--- src/rtl/moore_overlap_pkg.sv ---
// Purpose : shared types, default pattern and elaboration-time helpers for moore_overlap.
// Latency : n/a (package only).
// Backpressure: n/a (package only).
//
// Contents:
//   SEQ_LEN_DEFAULT / SEQ_DEFAULT : default pattern (1010, MSB received first)
//   state_idx_t                   : state index wide enough for the largest legal pattern (8 bits)
//   state_width()                 : bits needed to hold S0..S(len)
//   next_match()                  : longest prefix of the pattern that is a suffix of
//                                   (matched prefix followed by x); evaluated at elaboration only
package moore_overlap_pkg;

    localparam int                       SEQ_LEN_MAX     = 8;
    localparam int                       SEQ_LEN_DEFAULT = 4;
    localparam logic [SEQ_LEN_DEFAULT-1:0] SEQ_DEFAULT   = 4'b1010;

    // S0..S8 fits in four bits; narrower instances slice this down.
    localparam int STATE_W_MAX = 4;
    typedef logic [STATE_W_MAX-1:0] state_idx_t;

    function automatic int state_width(input int len);
        return $clog2(len + 1);
    endfunction

    // Pattern character i (0 = first bit received) of a pattern held MSB-first
    // in the low 'len' bits of seq.
    function automatic logic seq_bit(input logic [SEQ_LEN_MAX-1:0] seq,
                                     input int                     len,
                                     input int                     i);
        return seq[3'(len - 1 - i)];
    endfunction

    // Next state for "k bits matched, then bit xb arrives". The candidate
    // string is prefix_k followed by xb (length k+1). The longest j <= len with
    // prefix_j equal to the last j characters of that string is the answer;
    // j = 0 always qualifies. This is the KMP failure-function walk, unrolled.
    function automatic state_idx_t next_match(input logic [SEQ_LEN_MAX-1:0] seq,
                                              input int                     len,
                                              input int                     k,
                                              input logic                   xb);
        int   best;
        int   pos;
        logic ok;
        logic sc;
        best = 0;
        for (int j = 1; j <= len; j++) begin
            if (j <= k + 1) begin
                ok = 1'b1;
                for (int i = 0; i < j; i++) begin
                    pos = k + 1 - j + i;
                    sc  = (pos < k) ? seq_bit(seq, len, pos) : xb;
                    if (sc != seq_bit(seq, len, i)) begin
                        ok = 1'b0;
                    end
                end
                if (ok) begin
                    best = j;
                end
            end
        end
        return state_idx_t'(best);
    endfunction

endpackage

--- src/rtl/moore_overlap_next_state.sv ---
// Purpose : combinational next-state function of the overlapping pattern detector.
// Latency : purely combinational (0 cycles).
// Backpressure: none; x is consumed every cycle.
//
// Ports:
//   state [SW-1:0] : number of pattern bits currently matched
//   x              : incoming serial bit
//   nxt   [SW-1:0] : number of pattern bits matched after x
module seq_next_state
    import moore_overlap_pkg::*;
#(
    parameter int                 SEQ_LEN = SEQ_LEN_DEFAULT,
    parameter logic [SEQ_LEN-1:0] SEQ     = SEQ_DEFAULT,
    localparam int                SW      = $clog2(SEQ_LEN + 1)
) (
    input  logic [SW-1:0] state,
    input  logic          x,
    output logic [SW-1:0] nxt
);

    localparam int                     NS    = 2 ** SW;
    localparam logic [SEQ_LEN_MAX-1:0] SEQ_W = SEQ_LEN_MAX'(SEQ);

    // Transition table indexed by {state, x}; every entry is a constant
    // folded at elaboration, so the pattern cannot change at run time.
    logic [SW-1:0] tbl [NS*2];

    for (genvar s = 0; s < NS; s++) begin : g_state
        for (genvar xv = 0; xv < 2; xv++) begin : g_x
            if (s <= SEQ_LEN) begin : g_legal
                localparam state_idx_t T = next_match(SEQ_W, SEQ_LEN, s, xv[0]);
                assign tbl[s*2 + xv] = T[SW-1:0];
            end else begin : g_unused
                // Encodings above S(SEQ_LEN) are unreachable; recover to S0.
                assign tbl[s*2 + xv] = '0;
            end
        end
    end

    always_comb begin
        nxt = tbl[{state, x}];
    end

endmodule

--- src/rtl/moore_overlap.sv ---
// Purpose : Moore FSM detecting SEQ (MSB first) in a serial stream, overlaps allowed.
// Latency : z rises the cycle after the edge that samples the last pattern bit.
// Backpressure: none; x is sampled on every rising clk edge.
//
// Ports:
//   clk : clock, all state changes on rising edge
//   rst : asynchronous active-high reset, forces S0 / z=0 immediately
//   x   : serial data bit
//   z   : high while the full-match state S(SEQ_LEN) is held
module moore_overlap
    import moore_overlap_pkg::*;
#(
    parameter int                 SEQ_LEN = SEQ_LEN_DEFAULT,
    parameter logic [SEQ_LEN-1:0] SEQ     = SEQ_DEFAULT
) (
    input  logic clk,
    input  logic rst,
    input  logic x,
    output logic z
);

    localparam int            SW     = $clog2(SEQ_LEN + 1);
    localparam logic [SW-1:0] S_ZERO = '0;
    localparam logic [SW-1:0] S_FULL = SW'(SEQ_LEN);

    logic [SW-1:0] state;
    logic [SW-1:0] nxt;

    seq_next_state #(
        .SEQ_LEN (SEQ_LEN),
        .SEQ     (SEQ)
    ) u_next (
        .state (state),
        .x     (x),
        .nxt   (nxt)
    );

    always_ff @(posedge clk or posedge rst) begin
        if (rst) begin
            state <= S_ZERO;
        end else begin
            state <= nxt;
        end
    end

    // Decoded from the register alone so z never follows x combinationally.
    always_comb begin
        z = (state == S_FULL);
    end

endmodule

--- config.mk ---
export PLATFORM = sky130hd
export DESIGN_NAME = moore_overlap
export DESIGN_NICKNAME = d
export VERILOG_FILES = /design/src/rtl/moore_overlap_pkg.sv /design/src/rtl/moore_overlap_next_state.sv /design/src/rtl/moore_overlap.sv
export SDC_FILE = /design/constraint.sdc
export NUM_CORES = 1
export LEC_CHECK = 0
export BUFFER_PORTS_ARGS = -buffer_cell sky130_fd_sc_hd__buf_4
export CORE_AREA = 5 5 42 44
export CTS_BUF_LIST = sky130_fd_sc_hd__clkbuf_4
export DETAILED_ROUTE_END_ITERATION = 6
export DIE_AREA = 0 0 47 49
export PLACE_DENSITY_LB_ADDON = 0.3
export SKIP_LAST_GASP = 1
export SLEW_MARGIN = 5
export SYNTH_ARGS = -nofsm -noshare
export SYNTH_HDL_FRONTEND = slang
export SYNTH_HIERARCHICAL = 1
export SYNTH_SLANG_ARGS = --single-unit
export TNS_END_PERCENT = 10
--- constraint.sdc ---
create_clock -name clk -period 1.3 [get_ports clk]
set_input_delay 0.13 -clock clk [delete_from_list [all_inputs] [get_ports clk]]
set_output_delay 0.13 -clock clk [all_outputs]
set_load 0.01 [all_outputs]
==> results.cfg <==
[outcome]
outcome = complete, no violations

[timing]
fin_crit_sh = 0.855
max_clock_freq_mhz = 900
final.min_clock_period_ns = 1.11
tightest_slew_ns = 0.216
hold_violations = 0
totalNegativeSetupSlack_ns = 0
maxSlewViolCount = 0
setup_viol = 0
rsz0062_at_grt = false
slew_headroom = 0.854
finalClockSkew_ns = 0.000266

[hold_path]
min_to = state[0]
worstHoldPathCells = 2
worstHoldStart = x
hold_path_class = primary input to flop

[clock_tree]
clk_latency_ns = 0.23
cts_setup_buffers = 0
clk_path_buf_depth = 2
cts-root-buf = clkbuf_4
h-tree-depth = 1
cts_made_buffers = 3
clk_pin_slew_worst_paths_ns = 0.03
cts_tree = yes
clock-sinks = 3
cts_resized = 0

[route]
viasPerCell = 3.58
routedWlPerCell_um = 9.42
antenna_left = 0
finalWirelength_um = 339
vias = 129
drt_iter0_markers = 0
drcViolationCount = 0
first_pass_iters = 1

[worst_setup_path]
r2r_cells = 2
critPathKind = flop to flop
end_kind = flop
required_ns = 1.40
timing.rr.end = state[1]
rrSetupSlack_ns = 0.19
r2r_start = state[0]
start_kind = flop
cp.arrival_ns = 1.22
worstPathMaxFanout = 6

[power_and_ir_drop]
switching_share = 0.199
ir_drop_mv = 0.409
p_switching_mw = 0.0628
clock_power_share = 0.574
powerDensity_mw_per_mm2 = 1330
total_power_mw = 0.315
p_int_mw = 0.253
p_leak_nw = 0.111
p_seq_frac = 0.349
combPwrFrac = 0.077

[global_route]
antenna_found_initial = 0
overflow = 0
grt_pass1_wl_um = 524
grt_pass1_vias = 137
grt.total_usage = 0.0373
grt_start_max_net_pins = 7

[finish]
reg_top3 = state x3
drive_gt1_frac = 0.450
fin_area_um2 = 238
fill_cells = 164
largest_reg_flops = 3
fin_util = 0.170
syn_to_final_growth_pct = 53.2
antennaDiodeCount = 0
largest_register = state
final_cells = 36
num-nets-final = 24

[floorplan]
core_mm2 = 0.00140
ios = 4
die_x_um = 47
die_h_um = 49
initial_core_util = 0.111
num_rows = 14
dieArea_mm2 = 0.00230

[yosys]
mappedNetlistArea_um2 = 155
synth_fp_nets = 15
synth.distinct_cells = 9
synth_cells = 12
synth_warnings = 6
ys_ff_latch = 3
ys_seq_area_frac = 0.484
synth.avg_cell_area_um2 = 12.9

[placed_design]
place_inst = 31
gp_congestion = 0.682
io_buffer_count = 3
place_area_um2 = 198

[run]
max_cap_violations = 0
-- final cells by class --
class / count / area, um2 / area share
clock buffer: 4 / 30.0 / 0.126
tap: 16 / 20.0 / 0.0842
inverter: 1 / 3.75 / 0.0158
multi-input combinational: 8 / 76.3 / 0.321
timing repair buffer: 4 / 32.5 / 0.137
sequential: 3 / 75.1 / 0.316
-- synth_stat cells --
master / instances / area, um2
or3_1: 1 / 6.26
o21ai_0: 1 / 5.00
dfrtp_1: 3 / 75.1
and2_1: 1 / 6.26
and4bb_2: 1 / 12.5
nor3b_2: 1 / 12.5
nor4b_1: 1 / 8.76
inv_1: 1 / 3.75
and4bb_1: 2 / 25.0
-- worst max-delay path, cell delays in order (launching register included) --
cell and delay [ns]:
dfrtp_1 0.41, and4bb_1 0.23, or3_1 0.34
-- through the flow --
stage                     setup slack, ns  hold WS [ns]
after CTS                           0.176         0.136
after detailed placement            0.180        0.0162
after floorplan                     0.255        -0.116
after global placement              0.210        0.0184
after global routing                0.135         0.152
final                               0.189         0.148
-- layout by cell type, fill, tap and decap left out --
master / Yosys / final
inv_1: 1 / 1
and4bb_1: 2 / 2
nor4b_1: 1 / 1
clkbuf_4: 0 / 4
o21ai_0: 1 / 1
or3_1: 1 / 1
nor3b_2: 1 / 1
dfrtp_1: 3 / 3
buf_4: 0 / 3
and4bb_2: 1 / 1
dlygate4sd3_1: 0 / 1
and2_1: 1 / 1
-- what timing repair did --
item	4_1_cts	5_1_grt
hold buffers	1	0
endpoints found under the hold margin	3	0
endpoints found under the setup margin	0	0
-- power groups by stage --
stage / clock (mW) / sequential [mW] / combinational, mW
after floorplan: 0 / 0.109 / 0.0132
after global placement: 0 / 0.110 / 0.0217
after detailed placement: 0 / 0.111 / 0.0221
after CTS: 0.193 / 0.110 / 0.0248
after global routing: 0.195 / 0.111 / 0.0268
final: 0.181 / 0.110 / 0.0243
-- kinds of logic after synthesis --
logic type,count (synthesis),synth area share
buffers and inverters,1,0.0242
and+or+nand+nor,7,0.460
AOI/OAI and AO/OA,1,0.0322
DFF,3,0.484
-- layer usage --
metal | track usage | part of all wire
met1 | 0.0352 | 0.45
met2 | 0.0430 | 0.42
met3 | 0.0111 | 0.080
met4 | 0.0691 | 0.041
met5 | 0 | 0
-- worst max-delay path by stage --
| stage | start | end | slack (ns) | cells after the start |
|---|---|---|---|---|
| floorplan | state[1] | state[1] | 0.25 | 2 |
| global placement | state[0] | state[1] | 0.21 | 2 |
| detailed placement | state[0] | state[1] | 0.18 | 2 |
| CTS | state[1] | z | 0.18 | 2 |
| global route | state[1] | z | 0.13 | 2 |
| finish | state[0] | state[1] | 0.19 | 2 |
No activity file was read; power rests on OpenSTA's default activity.
